<file path="config.mk">
export PLATFORM = sky130hd
export DESIGN_NAME = load_sequencer
export DESIGN_NICKNAME = d
export VERILOG_FILES = /design/src/rtl/load_sequencer.sv
export SDC_FILE = /design/constraint.sdc
export NUM_CORES = 1
export LEC_CHECK = 0
export ABC_AREA = 1
export CAP_MARGIN = 30
export CORE_MARGIN = 1
export CORE_UTILIZATION = 39
export DETAILED_ROUTE_END_ITERATION = 10
export GPL_TIMING_DRIVEN = 1
export PLACE_DENSITY = 0.76
export SETUP_SLACK_MARGIN = 0.4
export SYNTH_ARGS = -nofsm -noshare
export SYNTH_HDL_FRONTEND = slang
export SYNTH_SLANG_ARGS = --single-unit
</file>
<file path="constraint.sdc">
create_clock -name clk -period 1.3 [get_ports clk]
set_clock_uncertainty 0.15 [all_clocks]
set_input_delay 0.195 -clock clk [delete_from_list [all_inputs] [get_ports clk]]
set_output_delay 0.195 -clock clk [all_outputs]
set_load 0.03 [all_outputs]
</file>
<file path="src/rtl/load_sequencer.sv">
// load_sequencer: multi-cycle load controller issuing word reads, extracting word/half/byte results; ports: clk, reset, req_* (request in), rsp_* (result out), mem_* (memory read), busy; optional macro LOAD_SIGN_EXT_EN enables sign extension
module load_sequencer #(
  parameter int MEM_LATENCY = 1,
  parameter int CNT_W = 4
) (
  input  logic        clk,
  input  logic        reset,
  input  logic        req_valid,
  output logic        req_ready,
  input  logic [31:0] req_addr,
  input  logic [1:0]  req_size,
  input  logic        req_signed,
  output logic        rsp_valid,
  input  logic        rsp_ready,
  output logic [31:0] rsp_data,
  output logic        rsp_err,
  output logic        mem_rd,
  output logic [31:0] mem_addr,
  input  logic [31:0] mem_rdata,
  output logic        busy
);
  typedef enum logic [2:0] {IDLE, ISSUE, WAIT, CAPTURE, DONE} state_t;
  state_t state, state_nx;
  logic [CNT_W-1:0] cnt;
  logic [1:0] lane, size;
  logic bad;
  logic [15:0] half;
  logic [7:0] b8;
  logic [31:0] ext;
  assign req_ready = state == IDLE;
  assign busy = state != IDLE;
  assign rsp_valid = state == DONE;
  assign mem_rd = state == ISSUE;
  assign bad = req_size == 2'b11 || (req_size == 2'b00 && req_addr[1:0] != 2'b00) ||
               (req_size == 2'b01 && req_addr[0]);
  assign half = lane[1] ? mem_rdata[31:16] : mem_rdata[15:0];
  assign b8 = mem_rdata[{lane, 3'b000} +: 8];
`ifdef LOAD_SIGN_EXT_EN
  logic sgn;
  assign ext = size == 2'b00 ? mem_rdata :
               size == 2'b01 ? {{16{sgn & half[15]}}, half} : {{24{sgn & b8[7]}}, b8};
  always_ff @(posedge clk)
    if (reset) sgn <= 1'b0;
    else if (state == IDLE && req_valid) sgn <= req_signed;
`else
  logic unused_signed;
  assign unused_signed = req_signed;
  assign ext = size == 2'b00 ? mem_rdata : size == 2'b01 ? {16'h0, half} : {24'h0, b8};
`endif
  always_ff @(posedge clk)
    state <= reset ? IDLE : state_nx;
  always_comb begin
    state_nx = state;
    case (state)
      IDLE:    state_nx = req_valid ? (bad ? DONE : ISSUE) : IDLE;
      ISSUE:   state_nx = MEM_LATENCY > 1 ? WAIT : CAPTURE;
      WAIT:    state_nx = cnt == CNT_W'(1) ? CAPTURE : WAIT;
      CAPTURE: state_nx = DONE;
      DONE:    state_nx = rsp_ready ? IDLE : DONE;
      default: state_nx = IDLE;
    endcase
  end
  always_ff @(posedge clk) begin
    if (reset) begin
      cnt <= '0;
      lane <= 2'b00;
      size <= 2'b00;
      rsp_data <= '0;
      rsp_err <= 1'b0;
      mem_addr <= '0;
    end else begin
      if (state == IDLE && req_valid) begin
        lane <= req_addr[1:0];
        size <= req_size;
        rsp_err <= bad;
        rsp_data <= '0;
        if (!bad) mem_addr <= {req_addr[31:2], 2'b00};
      end
      if (state == ISSUE) cnt <= CNT_W'(MEM_LATENCY - 1);
      if (state == WAIT) cnt <= cnt - 1'b1;
      if (state == CAPTURE) rsp_data <= ext;
    end
  end
endmodule

</file>
==> key figures <==
Drt
  – Avg WL per Cell: 24.1 um
  – TritonRoute pass-1 iters: 5
  – Antenna Violating Nets Remaining: 0
  – Max layer used: met4
  – WL final: 19300 um
  – DR vias: 4817
  – Routed length on met1: 6780 um
  – Met3 WL: 1840 um
  – Via density: 6.00
  – Routed wl met2: 9160 um
  – Detailed Route Iter0 Violations: 465
  – # DRC: 0

Critical path
  – Worst reg2reg path depth: 8
  – CP Cell Sequence: nor2_4 -> nand2_4 -> nor2_4 -> buf_6 -> buf_12 -> clkbuf_16 -> nand3_2 -> a21oi_1
  – Worst r2r src: state[0]$_SDFF_PP0_
  – RR Endpoint: mem_addr[31]$_SDFFE_PP0P_
  – Biggest cell delay along the critical path: 0.37 ns
  – Critical Path Fanout Max: 6
  – Crit Path Category: reg -> reg
  – Crit path arrival time: 1.89 ns
  – Critical Path Slowest Stage Cell: dfxtp_4
  – Critical Path End Type: register
  – Critical path launch point type: register
  – Flop2flop setup slack: -0.44 ns
  – Worst path most repeated cell: nor2_4
  – WP data required: 1.44 ns

Min path
  – Hold Path Stages: 3
  – Hold Crit Endpoint: mem_addr[17]$_SDFFE_PP0P_
  – Worst hold-check path type: in -> reg
  – Worst Hold Launch: reset

Flow run
  – Total of max-cap violations: 0

Global route
  – GRT Total Usage: 33.4%
  – Largest net degree at the start of global routing: 52
  – Number of global-route vias before repair: 4311
  – Global route overflow: 0
  – Antenna violations before repair: 0
  – First-pass GRT wire length: 22200 um

Clock tree
  – Cts bufs inserted: 9
  – Root Buffer: clkbuf_8
  – Hold buffer count at CTS: 0
  – Clock latency on the worst-skew pair: 0.38 ns
  – Maximum buffer depth of the clock tree: 2
  – Clock-pin slew on the worst setup and hold paths: 0.09 ns
  – Sinks on Clock Net: 74
  – TritonCTS clock tree: done
  – Htree depth: 3

Finish
  – Layout cell share with drive strength beyond 1: 60.5%
  – Commonest non-fill, non-tap cell in the layout: nand2_1
  – Ant diodes: 0
  – Area grow syn2layout: 117%
  – Most frequent cells in the layout: 127 x nand2_1, 82 x buf_6, 68 x clkdlybuf4s50_1
  – Post-layout nets: 767

Timing
  – Final count of hold timing violations: 0
  – # setup viols final: 76
  – Max-slew violations: 0
  – Final period util: 134%
  – Minimum clock period: 1.74 ns
  – Hold_ws: 0.158 ns
  – Setup slack after layout: -0.444 ns
  – RSZ-0062 raised after global routing: yes
  – Peak Freq: 573 MHz

Logic synthesis
  – Register area share after synthesis: 44.6%
  – Syn Inst Count: 482
  – Mapped cell area: 3320 um2
  – Yosys warnings: 0
  – Mapped Avg Cell Area: 6.89 um2
  – Yosys cell types: 22
  – FF+latch count, synth: 74

Pwr
  – Static Leak: 3.15 nW
  – VDD IR max: 588 uV
  – Power per Cell Area: 998 nW/um2
  – Overall Power: 7.20 mW

Die
  – Die height: 94.3 um
  – Initial Utilization: 40.4%
  – DIE AREA: 8890 um2
  – Core Rows: 33
  – Die width: 94.3 um
  – Top Ports: 140
  – Core Box Area: 8220 um2

Outcome
  – Failing checks: negative setup slack
  – Status: complete, but fails checks

Placement
  – Input/output buffers: 136
  – GPL Wtd Cong: 0.849
  – Hpwl dp: 7300 um
worst max path at each step:
| stage | start | endpoint | slack (ns) | depth (start not counted) |
|---|---|---|---|---|
| final | state[0]$_SDFF_PP0_ | mem_addr[31]$_SDFFE_PP0P_ | -0.44 | 8 |
| after global routing | state[1]$_SDFF_PP0_ | mem_addr[31]$_SDFFE_PP0P_ | -0.47 | 8 |
| after CTS | state[0]$_SDFF_PP0_ | busy | -0.22 | 4 |
| after detailed placement | req_size[0] | mem_addr[31]$_SDFFE_PP0P_ | -0.40 | 6 |
| after global placement | req_size[0] | mem_addr[8]$_SDFFE_PP0P_ | -0.37 | 6 |
| after floorplan | state[1]$_SDFF_PP0_ | rsp_data[11]$_SDFFE_PP0P_ | -0.08 | 9 |
cells in the mapped netlist:
library cell	instances	area share (%)
inv_1	25	2.8
o21ai_1	1	0.15
clkbuf_1	8	0.90
nor2_2	1	0.19
nand3_1	52	7.8
nor2_1	12	1.4
nand2_2	2	0.38
nand2_1	187	21
o21ai_0	13	2.0
a21oi_1	70	11
buf_2	11	1.7
buf_6	6	2.0
inv_2	5	0.57
nor2_4	3	1.0
nand4_1	1	0.19
ha_1	2	0.75
buf_4	5	1.1
o22ai_1	1	0.19
dfxtp_1	74	45
nand3_2	1	0.30
conb_1	1	0.11
nor3_1	1	0.15
area by class of cell:
| cell class | instances | area, um2 |
|---|---|---|
| clock buffers | 10 | 138 |
| repair buffers | 230 | 2690 |
| flip-flops and latches | 74 | 1610 |
| fillers | 305 | 1000 |
| well taps | 105 | 131 |
| multi-input cells | 349 | 2410 |
| clock inverters | 5 | 78.8 |
| inverters | 30 | 164 |
power by group:
| group | switching [mW] | internal [mW] | leakage, nW |
|---|---|---|---|
| clock | 0.980 | 1.12 | 0.112 |
| combinational | 1.48 | 1.17 | 2.40 |
| sequential | 0.104 | 2.35 | 0.638 |
per-stage QoR:
stage                     instances  setup TNS [ns]  worst slack, ns  cell area [um2]  util (%)
after floorplan                 483           -3.13          -0.0803             3380         -
after global placement          721          -17.39           -0.366             4860      59.2
after detailed placement        721          -19.60           -0.405             4860      59.2
after CTS                       775          -10.25           -0.218             6410      78.0
after global routing            803          -25.36           -0.472             7220      87.8
final                           803          -23.23           -0.444             7220      87.8
sequential cells by signal, summed over array words and instances, names as in the netlist:
signal,count
cnt,4
lane,2
mem_addr,30
rsp_data,32
rsp_err,1
size,2
state,3
critical path: cells and delay by family (launching register included):
family,cells,cell delay [ns]
AO/OA/AOI/OAI,1,0.21
flip-flops,1,0.37
AND/OR/NAND/NOR,4,0.48
buffers and inverters,3,0.44
logic make-up after synthesis:
family	count (synthesis)	synth area share (%)
other	1	0.113
buffers and inverters	60	9.12
adders and majority gates	2	0.753
DFF	74	44.6
and+or+nand+nor	260	32.6
AOI/OAI and AO/OA	85	12.8
layer usage:
layer / global-route usage, % / vias up
li1: - / 1983
met1: 38.8 / 2274
met2: 56.3 / 404
met3: 7.77 / 156
met4: 18.2 / 0
met5: 0 / -
repair_timing:
| action | 4_1_cts | 5_1_grt |
|---|---|---|
| buffers inserted | 28 | 26 |
| pin swaps | 60 | 40 |
| endpoints found under the setup margin | 141 | 141 |
| gates cloned | 11 | 2 |
| resized for setup | 281 | 138 |
Note: power is estimated with default switching activity, not from simulation.
